## config.mk

```make
export PLATFORM = sky130hd
export DESIGN_NAME = pll_lock_reset_seq
export DESIGN_NICKNAME = d
export VERILOG_FILES = /design/src/rtl/pll_lock_reset_seq.sv
export SDC_FILE = /design/constraint.sdc
export NUM_CORES = 1
export LEC_CHECK = 0
export ABC_AREA = 1
export CORE_ASPECT_RATIO = 1.75
export CORE_MARGIN = 3
export CORE_UTILIZATION = 55
export DETAILED_ROUTE_END_ITERATION = 10
export PLACE_DENSITY = 0.79
export SYNTH_ARGS = -nofsm -noshare
export SYNTH_HDL_FRONTEND = slang
export SYNTH_SLANG_ARGS = --single-unit
```

## constraint.sdc

```tcl
create_clock -name clock -period 2.1 [get_ports clock]
set_input_delay 0.42 -clock clock [delete_from_list [all_inputs] [get_ports clock]]
set_output_delay 0.42 -clock clock [all_outputs]
set_load 0.01 [all_outputs]
```

## src/rtl/pll_lock_reset_seq.sv

```systemverilog
// Purpose: synchronise the PLL lock flag and sequence the downstream synchronous reset.
// Latency: reset_out falls SYNC_STAGES+1+LOCK_STABLE_CYCLES+RESET_HOLD_CYCLES clocks after lock rises, and rises SYNC_STAGES+1 clocks after it drops.
// Backpressure: none; status outputs are free-running and cannot be stalled.
module pll_lock_reset_seq #(
   parameter int SYNC_STAGES        = 2,
   parameter int LOCK_STABLE_CYCLES = 1024,
   parameter int RESET_HOLD_CYCLES  = 16,
   parameter int LOSS_CNT_W         = 8
) (
   input  logic                  clock,
   input  logic                  reset,
   input  logic                  locked,
   output logic                  reset_out,
   output logic                  ready,
   output logic                  lock_lost,
   output logic [LOSS_CNT_W-1:0] loss_count,
   output logic [1:0]            state_out
);

   localparam int MAX_CYCLES = (LOCK_STABLE_CYCLES > RESET_HOLD_CYCLES) ?
                               LOCK_STABLE_CYCLES : RESET_HOLD_CYCLES;
   localparam int CNT_W      = $clog2(MAX_CYCLES + 1);

   localparam logic [CNT_W-1:0] STABLE_TERM = CNT_W'(LOCK_STABLE_CYCLES - 1);
   localparam logic [CNT_W-1:0] HOLD_TERM   = CNT_W'(RESET_HOLD_CYCLES - 1);

   typedef enum logic [1:0] {
      WAIT_LOCK   = 2'd0,
      WAIT_STABLE = 2'd1,
      HOLD        = 2'd2,
      RUN         = 2'd3
   } state_t;

   logic [SYNC_STAGES-1:0] sync_q;
   logic                   lock_s;

   state_t                 state;
   state_t                 state_nxt;
   logic [CNT_W-1:0]       cnt;
   logic [CNT_W-1:0]       cnt_nxt;
   logic                   lost_nxt;
   logic [LOSS_CNT_W-1:0]  loss_nxt;

   // Lock synchroniser: shift the asynchronous flag through SYNC_STAGES flops.
   always_ff @(posedge clock or posedge reset) begin
      if (reset) begin
         sync_q <= '0;
      end else begin
         sync_q <= {sync_q[SYNC_STAGES-2:0], locked};
      end
   end

   assign lock_s = sync_q[SYNC_STAGES-1];

   // Next-state logic; any low lock sample throws away all progress, and a
   // lock drop takes priority over a counter reaching its terminal value.
   always_comb begin
      state_nxt = state;
      cnt_nxt   = cnt;
      lost_nxt  = 1'b0;
      case (state)
         WAIT_LOCK: begin
            cnt_nxt = '0;
            if (lock_s) begin
               state_nxt = WAIT_STABLE;
            end
         end
         WAIT_STABLE: begin
            if (!lock_s) begin
               state_nxt = WAIT_LOCK;
               cnt_nxt   = '0;
            end else if (cnt == STABLE_TERM) begin
               state_nxt = HOLD;
               cnt_nxt   = '0;
            end else begin
               cnt_nxt = cnt + 1'b1;
            end
         end
         HOLD: begin
            if (!lock_s) begin
               state_nxt = WAIT_LOCK;
               cnt_nxt   = '0;
               lost_nxt  = 1'b1;
            end else if (cnt == HOLD_TERM) begin
               state_nxt = RUN;
               cnt_nxt   = '0;
            end else begin
               cnt_nxt = cnt + 1'b1;
            end
         end
         RUN: begin
            cnt_nxt = '0;
            if (!lock_s) begin
               state_nxt = WAIT_LOCK;
               lost_nxt  = 1'b1;
            end
         end
         default: begin
            state_nxt = WAIT_LOCK;
            cnt_nxt   = '0;
         end
      endcase
   end

   // Loss counter saturates at all-ones so a flapping PLL never reads back as healthy.
   always_comb begin
      loss_nxt = loss_count;
      if (lost_nxt && (loss_count != '1)) begin
         loss_nxt = loss_count + 1'b1;
      end
   end

   // State and registered outputs; reset_out tracks the next state so it
   // changes on the same edge the FSM enters or leaves RUN.
   always_ff @(posedge clock or posedge reset) begin
      if (reset) begin
         state      <= WAIT_LOCK;
         cnt        <= '0;
         reset_out  <= 1'b1;
         lock_lost  <= 1'b0;
         loss_count <= '0;
      end else begin
         state      <= state_nxt;
         cnt        <= cnt_nxt;
         reset_out  <= (state_nxt != RUN);
         lock_lost  <= lost_nxt;
         loss_count <= loss_nxt;
      end
   end

   assign ready     = ~reset_out;
   assign state_out = state;

endmodule

```

==> metrics.cfg, run 1 <==
[synth]
avgSynthCellArea_um2=8.267
synth_adder_area_share_pct=1.857
synth.distinct_cells=24
syn-cell-area_mm2=0.001348
ys_seq_area_share_pct=46.52
async_flop_share_pct=100.0
synthFlopType=dfrtp_1
ys_ff_latch=25
synth-compound-area-share_pct=6.407
synth_xor_area_share_pct=5.850
synth_edf_count=0
synth_top_family_by_area=simple AND/OR/NAND/NOR gates
ys_warn_count=0
yosys.area_share.simple_pct=32.22
synthCells=163
synthMuxAreaShare_pct=0
synth_nets=168

[place]
dp_hpwl_mm=2.004
io_buffers=15
placed_area_mm2=0.001536
gp_congestion=0.8736

[sta]
final.period_utilization_pct=82.68
hold_viol=0
final.setup.tns_ns=0
clock_skew_ns=0.003041
rsz0062_at_grt=no
slew_headroom_pct=79.30
worst_pin_slew_ns=0.3104
min_period_ns=1.736
fmax_mhz=575.9
drv_slew=0
setup_viol_count_final=0

[power]
p_sw_share_pct=22.70
ir_drop_mv=0.4215
total_leakage_power_uw=0.0007507
p_int_uw=643.3
power_frac_seq_pct=60.0
clockPowerShare_pct=33.8
p_per_area_mw_per_mm2=526.2
p_comb_share_pct=6.2
switching_power_uw=189.0
total_power_uw=832.3

[finish]
area_growth_pct=17.36
drive_gt1_share_pct=14.21
fin_area_mm2=0.001582
final_common_cell=nand2_1
nets=189
mostFrequentLayoutCells=nand2_1 (42), dfrtp_1 (24), inv_1 (22)
diodes=0

[setup_path]
cp_max_fo=2
cp-end-kind=output port
slowest_stage=dfstp_2
crit_arrival_ns=1.32
slowest_delay_ns=0.53
cp.required_ns=1.68
path_buf_inv=1
worstPathCellList=clkdlybuf4s50_1
startpoint_type=flip-flop
path_delay_family=flip-flops
criticalPathCategory=reg2out

[drt]
drtAntennaViolNets=0
vias=1076
viasPerCell=5.173
totalWireLength_mm=2.594
dr.pass1.iters=4
drc=0
initialDrtViolationCount=18
wl_per_cell_um=12.47

[grt]
grt_start_max_net_pins=26
grt_pass1_vias=1120
antenna_found_initial=0
grtUsageTotal_pct=19.60
gr-total-overflow=0
grt_first_pass_wirelength_mm=4.692

[floorplanning]
rows=23
start_util_pct=58.53
core-area_mm2=0.002302
die_y_um=71.48
die_w_um=43.42
io_pins=16
die_area_mm2=0.003103

[run_status]
status=finished clean

[clock_tree]
clk_latency_ns=0.27
post_cts_buffers=0
clk_pin_slew_ns=0.08
htreeDepth=1
holdBufCountCts=0
numCtsBuffers=3
root_buffer=clkbuf_8
cts-resized-gates=0
clock_tree.buffer_depth=2
cts_num_sinks=25
cts_tree=built

[flow_run]
drv_cap=0

[min_path]
hold_class=reg2reg

-- power by group through the flow --
stage | registers [uW] | logic [uW] | clock network (uW)
6_report | 499 | 51.4 | 282
5_1_grt | 501 | 57.7 | 307
4_1_cts | 499 | 52.8 | 287
3_5_place_dp | 509 | 52.9 | 0
3_3_place_gp | 508 | 51.2 | 0
2_1_floorplan | 508 | 32.5 | 0
-- metrics by stage --
step	setup slack, ns	std cells	hold WS [ns]	utilization (%)
2_1_floorplan	0.8240	163	0.3312	-
3_3_place_gp	0.6501	204	0.3341	66.74
3_5_place_dp	0.6442	204	0.3537	66.74
4_1_cts	0.3534	208	0.3720	68.70
5_1_grt	0.3326	208	0.3798	68.70
6_report	0.3637	208	0.3645	68.70
-- registers in the layout, indices dropped and copies added (netlist names) --
| name | cells |
|---|---|
| lock_lost | 1 |
| reset_out | 1 |
| state_out | 2 |
| loss_count | 8 |
| cnt | 11 |
| sync_q | 2 |
-- area by class of cell --
| cell class | count | area, um^2 |
|---|---|---|
| clock buffer | 4 | 45.04 |
| fill | 195 | 720.7 |
| inverter | 25 | 96.34 |
| multi-input combinational | 113 | 624.3 |
| sequential | 25 | 626.9 |
| tap | 25 | 31.28 |
| timing repair buffer | 16 | 157.7 |
-- cells in the mapped netlist, types with 3 or more instances --
| library cell | number | area (um^2) |
|---|---|---|
| a21oi_1 | 10 | 50.05 |
| xnor2_1 | 3 | 26.28 |
| nand2_1 | 42 | 157.7 |
| nor2_2 | 4 | 25.02 |
| nand2_2 | 5 | 31.28 |
| dfrtp_1 | 24 | 600.6 |
| xor2_1 | 6 | 52.55 |
| nor2_1 | 11 | 41.29 |
| nand4_1 | 4 | 25.02 |
| nand3_1 | 13 | 65.06 |
| inv_1 | 22 | 82.58 |
-- kinds of logic after synthesis --
logic type      Yosys count
compound gates           15
simple gates             87
xor+xnor                  9
flops                    25
fa+ha+maj                 2
buf+inv                  25
-- path summary, 6_finish.rpt --
| path | cells past startpoint | slack [ns] | from | endpoint |
|---|---|---|---|---|
| min reg2reg | 0 | 0.36 | sync_q[0]$_DFF_PP0_ | sync_q[1]$_DFF_PP0_ |
| min | 0 | 0.36 | sync_q[0]$_DFF_PP0_ | sync_q[1]$_DFF_PP0_ |
| min in group asynchronous | 3 | 0.49 | reset | sync_q[0]$_DFF_PP0_ |
| max reg2reg | 6 | 0.63 | cnt[0]$_DFF_PP0_ | cnt[10]$_DFF_PP0_ |
| max in group asynchronous | 3 | 1.32 | reset | reset_out$_DFF_PP1_ |
| max | 1 | 0.36 | reset_out$_DFF_PP1_ | reset_out |
-- layer usage --
metal | GRT usage (%) | vias to the layer above | share of wire [%]
met4 | 9.396 | 0 | 2.0
met3 | 2.764 | 4 | 2.1
met2 | 34.60 | 20 | 55
li1 | - | 549 | -
met5 | 0 | - | 0
met1 | 22.42 | 503 | 41
Power figures use the tool's default switching activity.
==> inputs of run 2 (changes only) <==
CORE_UTILIZATION = 54   (was 55)
PLACE_DENSITY = 0.78   (was 0.79)
clock period = 1.7 ns   (was 2.1 ns; I/O delays follow)
==> run 2 against run 1 <==
Compared with the run above: core utilization decreased by 0.58 points; die area increased by 1.6%; final area increased by 0.40%; flip-flop and latch count unchanged; via count decreased by 0.46%; power increased by 24%; critical path type unchanged; highest routed layer unchanged.
==> metrics.cfg, run 2 (synthesis results as in run 1) <==
[finish]
nets=189  ; unchanged
top_regs=cnt x11, loss_count x8
drive_gt1_share_pct=14.75  ; +0.55 points
final_common_cell=nand2_1
mostFrequentLayoutCells=nand2_1 (42), dfrtp_1 (24), inv_1 (22)
area_growth_pct=17.83
diodes=0  ; unchanged
fillers=187  ; -4.1%
largest_reg_flops=11  ; unchanged
max_flop_register=cnt

[drt]
initialDrtViolationCount=22  ; +4
dr.pass1.iters=3  ; -1
viasPerCell=5.149  ; -0.46%
totalWireLength_mm=2.598  ; +0.15%
vias=1071  ; -0.46%
wl_per_cell_um=12.49  ; +0.15%
drtAntennaViolNets=0  ; unchanged
drc=0  ; unchanged

[floorplanning]
die_area_mm2=0.003154  ; +1.6%
rows=23  ; unchanged
die_y_um=72.09  ; +0.85%
die_w_um=43.76  ; +0.79%
core-area_mm2=0.002331  ; +1.3%
start_util_pct=57.81  ; -0.72 points
io_pins=16  ; unchanged

[setup_path]
cp-end-kind=output port
crit_arrival_ns=1.30  ; -0.02 ns
cp.required_ns=1.36  ; -0.32 ns
startpoint_type=flip-flop
cp_max_fo=2  ; unchanged
criticalPathCategory=reg2out

[sta]
hold_viol=0  ; unchanged
drv_slew=0  ; unchanged
clock_skew_ns=0.007516  ; +0.004475 ns
timing.hold.ws_ns=0.3604  ; -0.004031 ns
slew_headroom_pct=78.96  ; -0.35 points
final.setup.tns_ns=0  ; unchanged
fmax_mhz=609.0
worst_pin_slew_ns=0.3156  ; +0.005183 ns
setup_viol_count_final=0  ; unchanged
min_period_ns=1.642
final.period_utilization_pct=96.59
rsz0062_at_grt=no

[place]
dp_hpwl_mm=2.053  ; +2.4%
io_buffers=15  ; unchanged
gp_congestion=0.9161  ; +4.9%

[clock_tree]
root_buffer=clkbuf_8
htreeDepth=1  ; unchanged
cts_tree=built
clock_tree.buffer_depth=2  ; unchanged
clk_pin_slew_ns=0.09  ; about the same
cts-resized-gates=0  ; unchanged
holdBufCountCts=0  ; unchanged
post_cts_buffers=0  ; unchanged
clk_latency_ns=0.27  ; about the same
cts_num_sinks=25  ; unchanged
numCtsBuffers=3  ; unchanged

[power]
total_leakage_power_uw=0.0007492  ; -0.20%
power_frac_seq_pct=59.7  ; -0.3 points
switching_power_uw=238.7  ; +26%
p_int_uw=792.9  ; +23%
p_per_area_mw_per_mm2=649.7  ; +23%
ir_drop_mv=0.4694  ; +11%
clockPowerShare_pct=34.1  ; +0.3 points
p_sw_share_pct=23.14  ; +0.44 points
p_comb_share_pct=6.2  ; about the same

[run_status]
status=finished clean

[grt]
grtUsageTotal_pct=19.80  ; +0.19 points
gr-total-overflow=0  ; unchanged
antenna_found_initial=0  ; unchanged
grt_start_max_net_pins=26  ; unchanged
grt_pass1_vias=1113  ; -0.63%
grt_first_pass_wirelength_mm=4.726  ; +0.72%

[min_path]
hold_class=reg2reg

[flow_run]
drv_cap=0  ; unchanged

==> run 2: changes by cell type in the layout (fill, tap and decap cells not counted), sizes merged <==
cell | previous run | this run
clkinvlp | 0 | 1
dlymetal6s2s | 0 | 1
clkdlybuf4s50 | 15 | 14
clkbuf | 4 | 3
==> run 2: cell type report <==
class / count / area (um^2) / share of cell area [%]
multi-input cells: 113 / 624.3 / 39.32
flip-flops and latches: 25 / 626.9 / 39.48
repair buffers: 16 / 160.2 / 10.09
clock inverters: 1 / 7.507 / 0.4728
well taps: 25 / 31.28 / 1.970
clock buffers: 3 / 41.29 / 2.600
inverters: 25 / 96.34 / 6.068
==> run 2: final timing paths <==
path | startpoint | end | slack [ns] | cells past startpoint
min in group asynchronous | reset | state_out[0]$_DFF_PP0_ | 0.42 | 3
max in group asynchronous | reset | reset_out$_DFF_PP1_ | 0.99 | 3
max | reset_out$_DFF_PP1_ | ready | 0.06 | 2
min | sync_q[0]$_DFF_PP0_ | sync_q[1]$_DFF_PP0_ | 0.36 | 0
min reg2reg | sync_q[0]$_DFF_PP0_ | sync_q[1]$_DFF_PP0_ | 0.36 | 0
max reg2reg | cnt[0]$_DFF_PP0_ | state_out[0]$_DFF_PP0_ | 0.31 | 6
==> run 2: power groups by stage <==
stage | Sequential [uW] | Clock [uW] | Combinational, uW
3_5_place_dp | 628 | 0 | 65.8
6_report | 616 | 352 | 64.2
4_1_cts | 616 | 363 | 66.2
3_3_place_gp | 627 | 0 | 63.6
5_1_grt | 618 | 382 | 75.3
2_1_floorplan | 627 | 0 | 40.2
==> run 2: stage by stage <==
step	utilization (%)	worst slack, ns	instance area, um^2	std cells	power, uW
floorplan	-	0.4240	1348	163	667.5
global placement	65.92	0.3247	1536	204	690.6
detailed placement	65.92	0.2961	1536	204	693.5
CTS	68.01	0.01288	1585	208	1045
global route	68.12	0.003969	1588	208	1076
finish	68.12	0.05803	1588	208	1032
==> run 2: critical path, stage by stage, from the launching register on <==
cell	delay, ns
dfstp_2	0.54
inv_1	0.03
clkdlybuf4s50_1	0.46
==> run 2: metal layers <==
| metal | routed length, um | GRT usage, % | up-vias | share of wire [%] |
|---|---|---|---|---|
| li1 | - | - | 552 | - |
| met1 | 1020 | 22.35 | 498 | 39 |
| met2 | 1464 | 34.74 | 15 | 56 |
| met3 | 45 | 2.481 | 6 | 1.7 |
| met4 | 68 | 10.74 | 0 | 2.6 |
| met5 | 0 | 0 | - | 0 |
==> inputs of run 3 (changes only) <==
PLACE_DENSITY = 0.84   (was 0.78)
==> run 3 against run 2 <==
Compared with the run above: flip-flop and latch count stayed put; via count is 5.5% higher; final area is 0.39% lower; critical path depth is 1 lower; worst setup slack worse by 0.022 ns; critical endpoint is now reset_out.
==> metrics.cfg, run 3 (synthesis results as in run 1) <==
[floorplanning]
start_util_pct=57.81  ; unchanged
io_pins=16  ; unchanged
core-area_mm2=0.002331  ; unchanged
die_y_um=72.09  ; unchanged
die_area_mm2=0.003154  ; unchanged
die_w_um=43.76  ; unchanged
rows=23  ; unchanged

[min_path]
hold_class=reg2reg
hold_start=sync_q[0]$_DFF_PP0_

[setup_path]
startpoint_type=flip-flop
crit_arrival_ns=1.32  ; +0.02 ns
cp.required_ns=1.36  ; about the same
slowest_delay_ns=0.54  ; about the same
path_buf_inv=1  ; -1
cp-end-kind=output port
crit_start=reset_out$_DFF_PP1_
criticalPathCategory=reg2out
worstPathCellList=clkdlybuf4s50_1
cp_max_fo=2  ; unchanged
r2r_start=loss_count[0]$_DFFE_PP0P_
path_delay_family=flip-flops
slowest_stage=dfstp_2

[drt]
vias=1130  ; +5.5%
met2_length_mm=1.617  ; +10%
dr.pass1.iters=4  ; +1
drc=0  ; unchanged
maxUsedRoutingLayer=met4
wl_met1_mm=1.060  ; +3.9%
wl_met3_um=58  ; +29%
drtAntennaViolNets=0  ; unchanged
totalWireLength_mm=2.874  ; +11%
wl_per_cell_um=13.82  ; +11%
initialDrtViolationCount=37  ; +68%
viasPerCell=5.433  ; +5.5%

[finish]
max_flop_register=cnt
diodes=0  ; unchanged
largest_reg_flops=11  ; unchanged
drive_gt1_share_pct=14.21  ; -0.55 points
fin_util_pct=67.85  ; -0.27 points
mostFrequentLayoutCells=nand2_1 (42), dfrtp_1 (24), inv_1 (22)
top_regs=cnt x11, loss_count x8
final_common_cell=nand2_1
area_growth_pct=17.36
nets=189  ; unchanged

[sta]
drv_slew=0  ; unchanged
hold_viol=0  ; unchanged
clock_skew_ns=0.004997  ; -0.002519 ns
worst_pin_slew_ns=0.3064  ; -0.009269 ns
timing.hold.ws_ns=0.3544  ; -0.006014 ns
rsz0062_at_grt=no
setup_slack_ns=0.03638  ; -0.02164 ns
final.setup.tns_ns=0  ; unchanged
slew_headroom_pct=79.58  ; +0.62 points
setup_viol_count_final=0  ; unchanged
final.period_utilization_pct=97.86  ; +1.3 points
fmax_mhz=601.1  ; -1.3%
min_period_ns=1.664  ; +0.02164 ns

[grt]
antenna_found_initial=0  ; unchanged
grt_start_max_net_pins=26  ; unchanged
grt_first_pass_wirelength_mm=5.223  ; +11%
grtUsageTotal_pct=21.49  ; +1.7 points
gr-total-overflow=0  ; unchanged
grt_pass1_vias=1289  ; +16%

[clock_tree]
clk_pin_slew_ns=0.08  ; about the same
cts_tree=built
post_cts_buffers=0  ; unchanged
numCtsBuffers=3  ; unchanged
holdBufCountCts=0  ; unchanged
clk_latency_ns=0.26  ; about the same
htreeDepth=1  ; unchanged
root_buffer=clkbuf_8
cts-resized-gates=0  ; unchanged
cts_num_sinks=25  ; unchanged
clock_tree.buffer_depth=2  ; unchanged

[place]
dp_hpwl_mm=2.254  ; +9.8%
gp_congestion=0.9249  ; +0.96%
io_buffers=15  ; unchanged
pre_cts_ws_ns=0.2628  ; -0.03337 ns

[power]
p_sw_share_pct=22.14  ; -1.0 points
p_comb_share_pct=6.2  ; about the same
total_leakage_power_uw=0.0007507  ; +0.20%
p_per_area_mw_per_mm2=645.0  ; -0.73%
p_int_uw=794.3  ; +0.17%
clockPowerShare_pct=33.3  ; -0.8 points
ir_drop_mv=0.5377  ; +15%
power_frac_seq_pct=60.5  ; +0.8 points
switching_power_uw=225.8  ; -5.4%

[run_status]
status=finished clean

[flow_run]
drv_cap=0  ; unchanged

run 3: changes by cell type in the layout (fill, tap and decap cells not counted), sizes merged:
cell	before	now
clkinvlp	1	0
clkbuf	3	4
dlymetal6s2s	1	0
clkdlybuf4s50	14	15
run 3: path summary, 6_finish.rpt:
path	endpoint	slack [ns]	cells after the start
setup / recovery	reset_out	0.04	1
hold / removal	sync_q[1]$_DFF_PP0_	0.35	0
setup reg to reg	loss_count[7]$_DFFE_PP0P_	0.25	8
hold reg to reg	sync_q[1]$_DFF_PP0_	0.35	0
max in group asynchronous	reset_out$_DFF_PP1_	1.00	3
min in group asynchronous	cnt[3]$_DFF_PP0_	0.41	3
run 3: final cells by class:
class / count / area, um^2
clock buffer: 4 / 45.04
fill: 189 / 749.5
inverter: 25 / 96.34
multi-input combinational: 113 / 624.3
sequential: 25 / 626.9
tap: 25 / 31.28
timing repair buffer: 16 / 157.7
run 3: worst reg2reg max path: cells and delay by family (launching register included):
kind	cells	cell delay, ns
and+or+nand+nor	5	0.57
DFF	1	0.43
adders and majority gates	1	0.23
buffers and inverters	1	0.07
AOI/OAI and AO/OA	1	0.06
run 3: routing by layer:
layer,global-route usage [%],up-vias
met5,0,-
met3,3.970,17
met4,15.77,0
li1,-,549
met2,37.34,26
met1,21.80,538
run 3: power groups by stage:
stage	clock network (uW)	registers (uW)	logic, uW
finish	340	617	63.4
global route	372	618	71.2
CTS	344	616	65.6
detailed placement	0	628	64.7
global placement	0	627	62.8
floorplan	0	627	40.2
run 3: through the flow:
stage	area, um^2	std cells	total power [uW]
detailed placement	1536	204	693.0
floorplan	1348	163	667.5
CTS	1582	208	1026
global placement	1536	204	689.8
global route	1582	208	1061
finish	1582	208	1020
